File: src/rtl/wb_regfile_pkg.sv
// Shared widths, load-format encodings and extension helpers for the write-back stage.
// Latency: none (types, constants and pure functions only).
// Backpressure: none; nothing in this package carries flow control.
package wb_regfile_pkg;

    localparam int WORD_WIDTH = 32;
    localparam int REG_SIZE   = 5;
    localparam int NUM_REGS   = 1 << REG_SIZE;

    typedef logic [WORD_WIDTH-1:0] word_t;
    typedef logic [REG_SIZE-1:0]   reg_addr_t;

    localparam word_t ZEROWORD = '0;

    // Load formats shared with decode and MEM control; 101-111 behave as LW.
    typedef enum logic [2:0] {
        LT_LW  = 3'b000,
        LT_LB  = 3'b001,
        LT_LBU = 3'b010,
        LT_LH  = 3'b011,
        LT_LHU = 3'b100
    } load_type_e;

    function automatic word_t ext_byte(input logic [7:0] b, input logic sgn);
        return {{(WORD_WIDTH-8){sgn & b[7]}}, b};
    endfunction

    function automatic word_t ext_half(input logic [15:0] h, input logic sgn);
        return {{(WORD_WIDTH-16){sgn & h[15]}}, h};
    endfunction

endpackage

File: src/rtl/wb_regfile_if.sv
// Write-back bundle, decode read ports and monitor outputs of the register file.
// Latency: wires only; register file reads are combinational.
// Backpressure: none; the pipeline presents one bundle every cycle.
interface wb_regfile_if;
    import wb_regfile_pkg::*;

    logic        Regfile_weW;
    logic        memToRegW;
    logic [2:0]  loadTypeW;
    word_t       aluOutW;
    word_t       readDataW;
    reg_addr_t   writeRegAddrW;
    reg_addr_t   rsAddrD;
    reg_addr_t   rtAddrD;
    word_t       rsDataD;
    word_t       rtDataD;
    word_t       resultW;
    word_t       wbCount;

    // Pipeline side: drives the MEM/WB bundle and decode addresses.
    modport master (
        output Regfile_weW, memToRegW, loadTypeW, aluOutW, readDataW,
               writeRegAddrW, rsAddrD, rtAddrD,
        input  rsDataD, rtDataD, resultW, wbCount
    );

    // Register file side.
    modport slave (
        input  Regfile_weW, memToRegW, loadTypeW, aluOutW, readDataW,
               writeRegAddrW, rsAddrD, rtAddrD,
        output rsDataD, rtDataD, resultW, wbCount
    );

endinterface

File: src/rtl/wb_regfile_load_ext.sv
// Selects the byte/half lane of a loaded word and sign- or zero-extends it.
// Latency: combinational.
// Backpressure: none.
module wb_regfile_load_ext
    import wb_regfile_pkg::*;
(
    input  word_t       rdata,
    input  logic [1:0]  byte_off,
    input  logic [2:0]  load_type,
    output word_t       load_val
);

    logic [7:0]  byte_sel;
    logic [15:0] half_sel;

    // Little-endian lane pick; halfword ignores byte_off[0] so odd halves never trap.
    always_comb begin
        byte_sel = rdata[{byte_off, 3'b000} +: 8];
        half_sel = byte_off[1] ? rdata[31:16] : rdata[15:0];
        case (load_type)
            LT_LB:   load_val = ext_byte(byte_sel, 1'b1);
            LT_LBU:  load_val = ext_byte(byte_sel, 1'b0);
            LT_LH:   load_val = ext_half(half_sel, 1'b1);
            LT_LHU:  load_val = ext_half(half_sel, 1'b0);
            default: load_val = rdata;
        endcase
    end

endmodule

File: src/rtl/wb_regfile.sv
// Write-back mux, 32x32 register file with write-through read ports, commit counter.
// Latency: reads combinational, writes land at the next clk edge (bypassed before that).
// Backpressure: none; a write-back is accepted every cycle it is presented.
module wb_regfile
    import wb_regfile_pkg::*;
(
    input  logic          clk,
    input  logic          rst,
    wb_regfile_if.slave   wb
);

    word_t regs_q [NUM_REGS];
    word_t regs_d [NUM_REGS];
    word_t wb_count_q;
    word_t wb_count_d;
    word_t load_val;
    word_t result;
    logic  commit;

    wb_regfile_load_ext u_load_ext (
        .rdata     (wb.readDataW),
        .byte_off  (wb.aluOutW[1:0]),
        .load_type (wb.loadTypeW),
        .load_val  (load_val)
    );

    // Result select; r0 writes and writes under reset never commit.
    always_comb begin
        result = wb.memToRegW ? load_val : wb.aluOutW;
        commit = wb.Regfile_weW && (wb.writeRegAddrW != '0) && !rst;
    end

    // Read ports: zero under reset or for r0, otherwise bypass the in-flight write.
    always_comb begin
        wb.resultW = result;
        wb.wbCount = wb_count_q;
        if (rst || wb.rsAddrD == '0)
            wb.rsDataD = ZEROWORD;
        else if (commit && wb.writeRegAddrW == wb.rsAddrD)
            wb.rsDataD = result;
        else
            wb.rsDataD = regs_q[wb.rsAddrD];
        if (rst || wb.rtAddrD == '0)
            wb.rtDataD = ZEROWORD;
        else if (commit && wb.writeRegAddrW == wb.rtAddrD)
            wb.rtDataD = result;
        else
            wb.rtDataD = regs_q[wb.rtAddrD];
    end

    // Next array and counter state: reset clears everything, a commit updates one entry.
    always_comb begin
        regs_d     = regs_q;
        wb_count_d = wb_count_q;
        if (rst) begin
            for (int i = 0; i < NUM_REGS; i++)
                regs_d[i] = ZEROWORD;
            wb_count_d = ZEROWORD;
        end else if (commit) begin
            regs_d[wb.writeRegAddrW] = result;
            wb_count_d               = wb_count_q + 32'd1;
        end
    end

    // State registers.
    always_ff @(posedge clk) begin
        regs_q     <= regs_d;
        wb_count_q <= wb_count_d;
    end

endmodule

File: src/flat_wrapper.sv
// flat-port wrapper written by rule: the top's interface ports become plain ports
module wb_regfile_flat import wb_regfile_pkg::*;
  (clk, rst, wb_Regfile_weW, wb_memToRegW, wb_loadTypeW, wb_aluOutW, wb_readDataW, wb_writeRegAddrW, wb_rsAddrD, wb_rtAddrD, wb_rsDataD, wb_rtDataD, wb_resultW, wb_wbCount);
  wb_regfile_if wb_i ();
  input  logic clk;
  input  logic rst;
  input wire logic [$bits(wb_i.Regfile_weW)-1:0] wb_Regfile_weW;
  input wire logic [$bits(wb_i.memToRegW)-1:0] wb_memToRegW;
  input wire logic [$bits(wb_i.loadTypeW)-1:0] wb_loadTypeW;
  input wire logic [$bits(wb_i.aluOutW)-1:0] wb_aluOutW;
  input wire logic [$bits(wb_i.readDataW)-1:0] wb_readDataW;
  input wire logic [$bits(wb_i.writeRegAddrW)-1:0] wb_writeRegAddrW;
  input wire logic [$bits(wb_i.rsAddrD)-1:0] wb_rsAddrD;
  input wire logic [$bits(wb_i.rtAddrD)-1:0] wb_rtAddrD;
  output wire logic [$bits(wb_i.rsDataD)-1:0] wb_rsDataD;
  output wire logic [$bits(wb_i.rtDataD)-1:0] wb_rtDataD;
  output wire logic [$bits(wb_i.resultW)-1:0] wb_resultW;
  output wire logic [$bits(wb_i.wbCount)-1:0] wb_wbCount;
  assign wb_i.Regfile_weW = wb_Regfile_weW;
  assign wb_i.memToRegW = wb_memToRegW;
  assign wb_i.loadTypeW = wb_loadTypeW;
  assign wb_i.aluOutW = wb_aluOutW;
  assign wb_i.readDataW = wb_readDataW;
  assign wb_i.writeRegAddrW = wb_writeRegAddrW;
  assign wb_i.rsAddrD = wb_rsAddrD;
  assign wb_i.rtAddrD = wb_rtAddrD;
  assign wb_rsDataD = wb_i.rsDataD;
  assign wb_rtDataD = wb_i.rtDataD;
  assign wb_resultW = wb_i.resultW;
  assign wb_wbCount = wb_i.wbCount;
  wb_regfile u_core (.clk(clk), .rst(rst), .wb(wb_i));
endmodule
File: config.mk
export PLATFORM = sky130hd
export DESIGN_NAME = wb_regfile_flat
export DESIGN_NICKNAME = d
export VERILOG_FILES = /design/src/rtl/wb_regfile_pkg.sv /design/src/rtl/wb_regfile_if.sv /design/src/rtl/wb_regfile_load_ext.sv /design/src/rtl/wb_regfile.sv /design/src/flat_wrapper.sv
export SDC_FILE = /design/constraint.sdc
export NUM_CORES = 2
export LEC_CHECK = 0
export CORE_AREA = 2 2 431 433
export CTS_CLUSTER_DIAMETER = 100
export CTS_CLUSTER_SIZE = 40
export DETAILED_ROUTE_END_ITERATION = 12
export DIE_AREA = 0 0 433 435
export GPL_TIMING_DRIVEN = 0
export HOLD_SLACK_MARGIN = 0.1
export PLACE_DENSITY_LB_ADDON = 0.25
export SLEW_MARGIN = 20
export SYNTH_ARGS = -nofsm -noshare
export SYNTH_HDL_FRONTEND = slang
export SYNTH_SLANG_ARGS = --single-unit
File: constraint.sdc
create_clock -name clk -period 11.4 [get_ports clk]
set_input_delay 3.42 -clock clk [delete_from_list [all_inputs] [get_ports clk]]
set_output_delay 3.42 -clock clk [all_outputs]
set_load 0.02 [all_outputs]
==> impl_metrics.prom <==
# TYPE chip_impl_metric gauge
chip_impl_metric{name="placedInstanceArea",unit="um2"} 60200
chip_impl_metric{name="final_core_utilization",unit=""} 0.336
chip_impl_metric{name="synth_sequential_area_ratio",unit=""} 0.385
chip_impl_metric{name="r2r.worst_path.cells",unit=""} 6
chip_impl_metric{name="placedCellCount",unit=""} 8571
chip_impl_metric{name="hpwl",unit="um"} 220000
chip_impl_info{name="end_point_of_the_most_critical_hold_path",value="u_core.regs_q[99]$_SDFFE_PP0P_"} 1
chip_impl_info{name="criticalPathCategory",value="input pin to output pin"} 1
chip_impl_metric{name="power.leakage",unit="nW"} 19.3
chip_impl_metric{name="number_of_setup_violations_in_the_final_report",unit=""} 14
chip_impl_metric{name="worst_tran_pin_value",unit="ps"} 1360
chip_impl_metric{name="maxSlewViolCount",unit=""} 0
chip_impl_metric{name="via_per_inst",unit=""} 6.10
chip_impl_metric{name="synthesis.area_per_instance",unit="um2"} 9.33
chip_impl_metric{name="count_of_max_cap_constraint_violations",unit=""} 0
chip_impl_info{name="clock-root-buffer",value="clkbuf_16"} 1
chip_impl_metric{name="crit_required",unit="ps"} 7980
chip_impl_metric{name="drt_first_pass_iters",unit=""} 9
chip_impl_metric{name="synth-edff-count",unit=""} 0
chip_impl_metric{name="stdcell_count",unit=""} 8652
chip_impl_metric{name="insertion_delay",unit="ps"} 710
chip_impl_metric{name="post_synth_num_cell_types",unit=""} 67
chip_impl_info{name="r2r-end",value="u_core.wb.wbCount[31]$_SDFFE_PP0P_"} 1
chip_impl_metric{name="netlist_instances",unit=""} 5887
chip_impl_info{name="setup.worst_path.end_class",value="output pin"} 1
chip_impl_metric{name="final_area",unit="um2"} 61800
chip_impl_info{name="cp-start-kind",value="input pin"} 1
chip_impl_metric{name="nNetsFinal",unit=""} 6222
chip_impl_metric{name="grt_pass1_wl",unit="um"} 386000
chip_impl_metric{name="h-tree-depth",unit=""} 2
chip_impl_metric{name="core_area",unit="um2"} 184000
chip_impl_metric{name="min_path_cells",unit=""} 2
chip_impl_metric{name="die_x",unit="um"} 433
chip_impl_info{name="layout_commonest_cell",value="dfxtp_1"} 1
chip_impl_metric{name="drt_drc_violations_left",unit=""} 0
chip_impl_metric{name="critPathMaxFanout",unit=""} 10
chip_impl_metric{name="max_slew_margin",unit=""} 0.0927
chip_impl_info{name="cts_tree",value="done"} 1
chip_impl_info{name="run_status",value="finished with violations"} 1
chip_impl_metric{name="report.final.hold_viol_count",unit=""} 0
chip_impl_metric{name="fin_crit_sh",unit=""} 1.01
chip_impl_metric{name="ys.warnings.count",unit=""} 0
chip_impl_metric{name="achievable-frequency",unit="MHz"} 86.7
chip_impl_metric{name="post-route-worst-setup-slack",unit="ps"} -136
chip_impl_metric{name="num_clock_sinks",unit=""} 1056
chip_impl_info{name="ys_top_cells_by_area",value="dfxtp_1, a211oi_1, mux4_2, mux2i_1, nor2_1"} 1
chip_impl_metric{name="start_util",unit=""} 0.299
chip_impl_metric{name="cp_data_arrival_time",unit="ps"} 8120
chip_impl_metric{name="syn_to_final_growth",unit="%"} 12.5
chip_impl_metric{name="rows",unit=""} 158
chip_impl_metric{name="die_y",unit="um"} 435
chip_impl_metric{name="final_layout_size_suffix_gt1_frac",unit=""} 0.116
chip_impl_metric{name="drt_iter0_drc",unit=""} 7248
chip_impl_metric{name="irDropWorstVdd",unit="mV"} 0.117
chip_impl_metric{name="portBuffers",unit=""} 200
chip_impl_metric{name="cts_inserted_buffers",unit=""} 41
chip_impl_metric{name="global_route.usage.total",unit=""} 0.287
chip_impl_metric{name="power.total",unit="mW"} 7.32
chip_impl_metric{name="design.portCount",unit=""} 214
chip_impl_metric{name="number_of_register_bits_inferred_by_synthesis",unit=""} 1056
chip_impl_metric{name="drt_wl_total",unit="um"} 281000
chip_impl_metric{name="power_density",unit="nW/um2"} 118
chip_impl_metric{name="detail-route-antenna-nets",unit=""} 0
chip_impl_info{name="start_point_of_the_worst_min_delay_path",value="u_core.regs_q[99]$_SDFFE_PP0P_"} 1
chip_impl_metric{name="post_drt_wl_per_cell",unit="um"} 32.5
chip_impl_metric{name="synthArstFlopShare",unit=""} 0
chip_impl_metric{name="area_of_the_die",unit="um2"} 188000
chip_impl_metric{name="grt_pass1_vias",unit=""} 48900
chip_impl_metric{name="cts.reportedPaths.clkPinSlew",unit="ps"} 130
chip_impl_info{name="layout_common_cells",value="dfxtp_1, nor2_1, a211oi_1"} 1
chip_impl_metric{name="global_route.overflow_total",unit=""} 0
chip_impl_info{name="worstHoldPathType",value="flip-flop to flip-flop"} 1
chip_impl_metric{name="grt_max_degree",unit=""} 41
chip_impl_info{name="synth_ff_type",value="dfxtp_1"} 1
chip_impl_info{name="critical_path.reg2reg.startpoint",value="u_core.wb.wbCount[10]$_SDFFE_PP0P_"} 1
chip_impl_metric{name="mappedNetlistArea",unit="um2"} 54900
chip_impl_info{name="violations",value="negative setup slack"} 1
chip_impl_metric{name="worst-r2r-setup-slack",unit="ps"} 8950
chip_impl_metric{name="via_total_after_detailed_routing",unit=""} 52700
chip_impl_metric{name="gp_congestion",unit=""} 1.00
chip_impl_metric{name="layout_min_cycle_time",unit="ps"} 11540
chip_impl_metric{name="setup_skew_after_layout",unit="ps"} 19.6
chip_impl_info{name="grt_setup_unrepaired",value="no"} 1
chip_impl_metric{name="antenna_found_initial",unit=""} 7
chip_impl_metric{name="synth_fp_nets",unit=""} 5974
chip_impl_metric{name="clk_path_buf_depth",unit=""} 3
chip_impl_info{name="netlist.top_cell.by_area",value="dfxtp_1"} 1
chip_impl_metric{name="synth_top_area_frac",unit=""} 0.385
synth_stat cells (61+ instances only):
cell,number
dfxtp_1,1056
nor2_1,890
a211oi_1,806
mux2i_1,503
clkbuf_1,377
a21oi_1,289
mux4_2,265
nand2_1,251
a221oi_1,248
buf_2,245
nand3_1,228
a22oi_1,132
o21ai_0,123
nor2b_1,65
a221o_1,62
buf_1,61
sequential cells by signal, indices dropped and copies added, names as in the netlist:
signal and count:
u_core.regs_q 1024, u_core.wb.wbCount 32
how the worst max path moves through the flow:
stage,endpoint,slack [ps],cells after the start,startpoint
floorplan,wb_rtDataD[1],2590,7,wb_rtAddrD[0]
global placement,wb_rsDataD[8],-110,7,wb_memToRegW
detailed placement,wb_rtDataD[18],-70,10,wb_rtAddrD[2]
CTS,wb_rtDataD[25],130,10,wb_rtAddrD[2]
global route,wb_rtDataD[28],8,10,wb_rtAddrD[2]
finish,wb_rtDataD[18],-140,10,wb_rtAddrD[2]
worst max-delay path, stage by stage:
cell and delay (ps):
clkdlybuf4s50_1 600, buf_2 480, nor2_1 100, clkbuf_2 420, buf_1 560, a221oi_1 740
nor2_1 100, o21ai_0 620, a221o_1 350, clkdlybuf4s50_1 690
layer usage:
layer / track usage / wire, um / vias to the layer above
li1: - / - / 22700
met1: 0.366 / 110000 / 26300
met2: 0.430 / 122000 / 3069
met3: 0.0655 / 27500 / 633
met4: 0.191 / 21600 / 2
met5: 0.00589 / 155 / -
final cells by class:
type                    instances  area, um2
diodes                          7       17.5
plain buffers                 696       3010
clock buffers                  44       1050
clock inverters                29        508
fillers                     19100     122000
inverters                      38        143
multi-input cells            4097      30800
flip-flops and latches       1056      21100
well taps                    2480       3100
repair buffers                205       2060
where the power goes:
group          total [mW]  leakage (nW)  internal (mW)  switching (mW)
clock                2.29         0.742          0.791            1.50
combinational        1.29          10.1          0.339           0.954
sequential           3.74          8.51           3.72          0.0205
cells by family (layout without fill, tap and decap cells):
logic type               Yosys count  after routing  synth area share
multiplexers                     776            776             0.202
flip-flops                      1056           1056             0.385
AO/OA/AOI/OAI                   1760           1760             0.233
other                              0              7                 0
AND/OR/NAND/NOR                 1537           1537             0.119
XOR/XNOR                          23             23           0.00367
buffers and inverters            734           1012            0.0569
adder cells (fa/ha/maj)            1              1          0.000228
per-stage QoR:
stage / setup TNS (ps) / worst slack [ps] / hold slack (ps)
floorplan: 0 / 2590 / 441
global placement: -833 / -113 / 450
detailed placement: -318 / -74.5 / 460
CTS: 0 / 126 / 478
global route: 0 / 8.37 / 496
finish: -895 / -136 / 477
repair_timing:
action	CTS	global route
resized for setup	4	7
hold buffers	0	0
endpoints found under the setup margin	11	5
setup buffers	0	0
(Power assumes the default switching activity.)
